$ cat config.mk
export PLATFORM = sky130hd
export DESIGN_NAME = uart_rx_cfg
export DESIGN_NICKNAME = d
export VERILOG_FILES = /design/src/rtl/uart_rx_cfg.sv
export SDC_FILE = /design/constraint.sdc
export NUM_CORES = 1
export LEC_CHECK = 0
export ABC_AREA = 1
export CORE_MARGIN = 1
export CORE_UTILIZATION = 59
export CTS_BUF_LIST = sky130_fd_sc_hd__clkbuf_16
export DETAILED_ROUTE_END_ITERATION = 10
export MAX_ROUTING_LAYER = met4
export PLACE_DENSITY = 0.85
export SLEW_MARGIN = 20
export SYNTH_ARGS = -nofsm -noshare
export SYNTH_HDL_FRONTEND = slang
export SYNTH_SLANG_ARGS = --single-unit
$ cat constraint.sdc
create_clock -name i_Clock -period 2.04 [get_ports i_Clock]
set_clock_uncertainty 0.15 [all_clocks]
set_input_delay 0.408 -clock i_Clock [delete_from_list [all_inputs] [get_ports i_Clock]]
set_output_delay 0.408 -clock i_Clock [all_outputs]
set_load 0.03 [all_outputs]
$ cat src/rtl/uart_rx_cfg.sv
// Configurable UART receiver: 5..9 data bits, none/even/odd parity, 1 or 2 stop bits.
// Mid-bit sampling off a 2-flop synchronized line; results are published on a one-cycle DONE strobe.
module uart_rx_cfg #(
    parameter int CLKS_PER_BIT = 217,
    parameter int DATA_BITS    = 8,
    parameter int PARITY       = 0,
    parameter int STOP_BITS    = 1
) (
    input  logic                 i_Clock,
    input  logic                 i_Rst_L,
    input  logic                 i_RX_Serial,
    output logic                 o_RX_DV,
    output logic [DATA_BITS-1:0] o_RX_Byte,
    output logic                 o_Parity_Err,
    output logic                 o_Frame_Err,
    output logic                 o_RX_Busy
);

    localparam int CNT_W = $clog2(CLKS_PER_BIT);
    localparam int BIT_W = $clog2(DATA_BITS);
    localparam logic [CNT_W-1:0] HALF_CNT  = CNT_W'((CLKS_PER_BIT - 1) / 2);
    localparam logic [CNT_W-1:0] FULL_CNT  = CNT_W'(CLKS_PER_BIT - 1);
    localparam logic [BIT_W-1:0] LAST_BIT  = BIT_W'(DATA_BITS - 1);
    localparam logic             LAST_STOP = (STOP_BITS == 2);

    typedef enum logic [2:0] {
        IDLE     = 3'd0,
        START    = 3'd1,
        DATA     = 3'd2,
        PARITY_B = 3'd3,
        STOP     = 3'd4,
        DONE     = 3'd5
    } state_t;

    logic                 r_sync1;
    logic                 r_sync2;
    state_t               r_state;
    logic [CNT_W-1:0]     r_clk_cnt;
    logic [BIT_W-1:0]     r_bit_cnt;
    logic                 r_stop_cnt;
    logic [DATA_BITS-1:0] r_shift;
    logic                 r_par_err;
    logic                 r_frm_err;
    logic [DATA_BITS-1:0] r_byte;
    logic                 r_par_out;
    logic                 r_frm_out;

    state_t               w_state;
    logic [CNT_W-1:0]     w_clk_cnt;
    logic [BIT_W-1:0]     w_bit_cnt;
    logic                 w_stop_cnt;
    logic [DATA_BITS-1:0] w_shift;
    logic                 w_par_err;
    logic                 w_frm_err;
    logic                 w_bit_tick;

    // State and datapath registers; published results load on entry to DONE
    always_ff @(posedge i_Clock or negedge i_Rst_L) begin
        if (!i_Rst_L) begin
            r_sync1    <= 1'b1;
            r_sync2    <= 1'b1;
            r_state    <= IDLE;
            r_clk_cnt  <= '0;
            r_bit_cnt  <= '0;
            r_stop_cnt <= 1'b0;
            r_shift    <= '0;
            r_par_err  <= 1'b0;
            r_frm_err  <= 1'b0;
            r_byte     <= '0;
            r_par_out  <= 1'b0;
            r_frm_out  <= 1'b0;
        end else begin
            r_sync1    <= i_RX_Serial;
            r_sync2    <= r_sync1;
            r_state    <= w_state;
            r_clk_cnt  <= w_clk_cnt;
            r_bit_cnt  <= w_bit_cnt;
            r_stop_cnt <= w_stop_cnt;
            r_shift    <= w_shift;
            r_par_err  <= w_par_err;
            r_frm_err  <= w_frm_err;
            if (w_state == DONE) begin
                r_byte    <= w_shift;
                r_par_out <= w_par_err;
                r_frm_out <= w_frm_err;
            end
        end
    end

    assign w_bit_tick = (r_clk_cnt == FULL_CNT);

    always_comb begin
        w_state    = r_state;
        w_clk_cnt  = r_clk_cnt;
        w_bit_cnt  = r_bit_cnt;
        w_stop_cnt = r_stop_cnt;
        w_shift    = r_shift;
        w_par_err  = r_par_err;
        w_frm_err  = r_frm_err;
        case (r_state)
            IDLE: begin
                if (!r_sync2) begin
                    w_state   = START;
                    w_clk_cnt = '0;
                end
            end
            START: begin
                if (r_clk_cnt == HALF_CNT) begin
                    w_clk_cnt = '0;
                    if (!r_sync2) begin
                        w_state    = DATA;
                        w_bit_cnt  = '0;
                        w_stop_cnt = 1'b0;
                        w_shift    = '0;
                        w_par_err  = 1'b0;
                        w_frm_err  = 1'b0;
                    end else begin
                        w_state = IDLE;
                    end
                end else begin
                    w_clk_cnt = r_clk_cnt + 1'b1;
                end
            end
            DATA: begin
                if (w_bit_tick) begin
                    w_clk_cnt            = '0;
                    w_shift[r_bit_cnt]   = r_sync2;
                    if (r_bit_cnt == LAST_BIT) begin
                        w_bit_cnt = '0;
                        w_state   = (PARITY != 0) ? PARITY_B : STOP;
                    end else begin
                        w_bit_cnt = r_bit_cnt + 1'b1;
                    end
                end else begin
                    w_clk_cnt = r_clk_cnt + 1'b1;
                end
            end
            PARITY_B: begin
                if (w_bit_tick) begin
                    w_clk_cnt = '0;
                    w_state   = STOP;
                    // Even mode expects an even total of ones, odd mode an odd total
                    if (PARITY == 2) w_par_err = ~(^r_shift ^ r_sync2);
                    else             w_par_err = ^r_shift ^ r_sync2;
                end else begin
                    w_clk_cnt = r_clk_cnt + 1'b1;
                end
            end
            STOP: begin
                if (w_bit_tick) begin
                    w_clk_cnt = '0;
                    if (!r_sync2) w_frm_err = 1'b1;
                    if (r_stop_cnt == LAST_STOP) begin
                        w_stop_cnt = 1'b0;
                        w_state    = DONE;
                    end else begin
                        w_stop_cnt = 1'b1;
                    end
                end else begin
                    w_clk_cnt = r_clk_cnt + 1'b1;
                end
            end
            DONE:    w_state = IDLE;
            default: w_state = IDLE;
        endcase
    end

    always_comb begin
        o_RX_DV      = (r_state == DONE);
        o_RX_Busy    = (r_state != IDLE);
        o_RX_Byte    = r_byte;
        o_Parity_Err = (PARITY == 0) ? 1'b0 : r_par_out;
        o_Frame_Err  = r_frm_out;
    end

endmodule
==> run summary <==
status - finished clean
commonest non-fill, non-tap cells in the layout - nand2_1 (96), dfrtp_1 (32), inv_1 (31), nand3_1 (28), nand2_2 (25)
RSZ-0062 raised after global routing - false
PortBufs - 13
TritonCTS clock tree - yes
Placed Instances - 343
Final setup viols - 0
worst reg2reg path depth - 9
clk_lat worst skew - 0.28 ns
Synthesized Nets - 299
Mapped Area - 0.00221 mm²
largest net degree at the start of global routing - 35
worst vdd ir - 0.475 mV
core area - 0.00347 mm²
hold_buf cts - 0
Max Cap Viol - 0
DIE AREA - 0.00400 mm²
# nets final - 311
CTS root buf - clkbuf_16
crit path launch - r_state[0]$_DFF_PN0_
min cycle time layout - 1.93 ns
number of global-route vias before repair - 1,956
Seq/Total Area, Yosys - 0.386
DRC Markers - 0
Max clock buf depth - 2
First DRT Iteration DRCs - 76
first-pass GRT wire length - 8.42 mm
LEAKAGE - 1.29 nW
antenna-violating nets left - 0
worst-path fanout max - 4
GRT Overall Usage - 0.280
synthesis warning total - 0
crit-path max cell delay - 0.40 ns
initial core utilization - 0.638
Arr. time, crit path - 1.38 ns
worst path cell trace - nor2_1 -> nand2_2 -> dlygate4sd2_1
GPL Wtd Cong - 0.874
top-area cell type share of the netlist area - 0.362
Post-Syn Instances - 292
synthesized flop and latch total - 34
Crit-path slowest cell - dfrtp_1
Cell variety after synth - 33
Design Area, Final - 0.00246 mm²
CTS H-Tree Depth - 2
non-filler instance count after layout - 351
commonest non-fill, non-tap cell in the layout - nand2_1
area leader, netlist - dfrtp_1
worst hold-check path type - reg2reg
DRT Wirelength - 4.59 mm
Synth area leaders - dfrtp_1 (36%), nand2_1 (16%), nand2_2 (7.1%), nand3_1 (6.3%), inv_1 (5.1%)
drt wl/cell - 13.1 µm
fin crit share - 0.948
share of layout cells above drive strength 1 - 0.197
Die Y - 63.3 µm
Pwr Density - 575 mW/mm²
Detailed Place HPWL - 3.14 mm
placed cell areas - 0.00233 mm²
Fill cells - 278
die width - 63.3 µm
post-CTS setup buffer count - 0
CP endpoint - o_RX_Busy
WS Path Type - reg2out
Rows - 21
Setup TNS - 0 ns
Reg2Reg Capture Point - r_frm_err$_DFF_PN0_
Critical Path Start Type - register
Worst R2R Setup Slack - 0.16 ns
Post-Syn Area per Cell - 7.58 µm²
Setup crit end kind - primary output
antenna violations before repair - 0
final hold vios - 0
pins over their slew limit - 0
GR Overflow Total - 0
total vias in the final route - 1,877
Reg-to-Reg Start - r_clk_cnt[0]$_DFFE_PN0P_
area grow syn2layout - 11.4%
fmax - 517 MHz
1st-pass router iterations - 4
clk slew on worst S/H paths - 0.05 ns
num ports - 15
critical path data required time - 1.48 ns
Vias/cell - 5.35
clock sinks - 34
cts bufs inserted - 5
ANT cells - 0
[where the power goes]
group	switching, mW	total [mW]	internal (mW)
combinational	0.0206	0.0262	0.00559
clock	0.269	0.711	0.442
sequential	0.00163	0.680	0.679
[critical path: cells and delay by family (launching register included)]
kind	cells	cell delay, ns
buffers and inverters	1	0.38
DFF	1	0.40
and+or+nand+nor	2	0.32
[kinds of logic after synthesis]
group	after synthesis	share of synthesized area
and+or+nand+nor	187	0.425
buffers and inverters	49	0.109
other	1	0.00169
xor gates and xnor gates	2	0.00792
adders and majority gates	4	0.0226
DFF	34	0.386
AOI/OAI and AO/OA	15	0.0480
[how the worst min path moves through the flow]
stage | from | end | slack (ns) | cells after the start
after floorplan | i_Rst_L | o_Frame_Err$_DFFE_PN0N_ | -0.04 | 0
after global placement | r_sync1$_DFF_PN1_ | r_sync2$_DFF_PN1_ | 0.20 | 0
after detailed placement | r_sync1$_DFF_PN1_ | r_sync2$_DFF_PN1_ | 0.20 | 0
after CTS | r_sync1$_DFF_PN1_ | r_sync2$_DFF_PN1_ | 0.21 | 0
after global routing | r_sync1$_DFF_PN1_ | r_sync2$_DFF_PN1_ | 0.21 | 0
final | r_sync1$_DFF_PN1_ | r_sync2$_DFF_PN1_ | 0.21 | 0
[through the flow]
stage           util  setup slack [ns]  power (mW)  hold slack (ns)
2_1_floorplan      -             0.415       0.701          -0.0376
4_1_cts        0.711            0.0985        1.43            0.207
5_1_grt        0.711            0.0279        1.46            0.208
6_report       0.711             0.106        1.42            0.205
3_3_place_gp   0.671             0.178       0.719            0.196
3_5_place_dp   0.671             0.134       0.719            0.200
[flip-flops by register name, summed over array words and instances (netlist names)]
| name | flops |
|---|---|
| o_Frame_Err | 1 |
| r_sync1 | 1 |
| r_bit_cnt | 3 |
| r_clk_cnt | 8 |
| r_sync2 | 1 |
| r_frm_err | 1 |
| r_state | 3 |
| r_shift | 8 |
| o_RX_Byte | 8 |
[metal layers]
layer / vias to the layer above / global-route usage / wire [µm]
met5: - / - / 0
met4: 0 / 0.119 / 60
met3: 6 / 0.0489 / 214
met2: 43 / 0.487 / 2370
met1: 887 / 0.317 / 1950
li1: 941 / - / -
[repair_timing]
| action | in CTS | in global routing |
|---|---|---|
| resized for setup | 2 | 0 |
| endpoints found under the hold margin | 0 | 0 |
| setup endpoints to repair | 2 | 0 |
[final cells by class]
class	count	area (µm²)	area share
Sequential cell	34	853	0.346
Timing Repair Buffer	15	143	0.0579
Tap cell	46	57.6	0.0234
Multi-Input combinational cell	209	1120	0.454
Clock inverter	3	13.8	0.00558
Inverter	39	154	0.0624
Clock buffer	5	125	0.0508
[cells in the mapped netlist]
| library cell | n |
|---|---|
| a21oi_1 | 1 |
| buf_2 | 4 |
| buf_4 | 1 |
| buf_6 | 4 |
| buf_8 | 1 |
| clkinv_1 | 2 |
| conb_1 | 1 |
| dfrtp_1 | 32 |
| dfstp_2 | 2 |
| ha_1 | 4 |
| inv_1 | 30 |
| inv_2 | 6 |
| inv_8 | 1 |
| nand2_1 | 96 |
| nand2_2 | 25 |
| nand2_8 | 1 |
| nand3_1 | 28 |
| nand3_2 | 6 |
| nand3b_4 | 1 |
| nand4_1 | 10 |
| nor2_1 | 13 |
| nor2_2 | 3 |
| nor2_4 | 3 |
| nor2_8 | 1 |
| o2111ai_1 | 1 |
| o211ai_1 | 3 |
| o21a_1 | 1 |
| o21ai_0 | 5 |
| o21ai_1 | 1 |
| o21ai_2 | 1 |
| o21ai_4 | 1 |
| o21bai_1 | 1 |
| xor2_1 | 2 |
(Power assumes the default switching activity.)
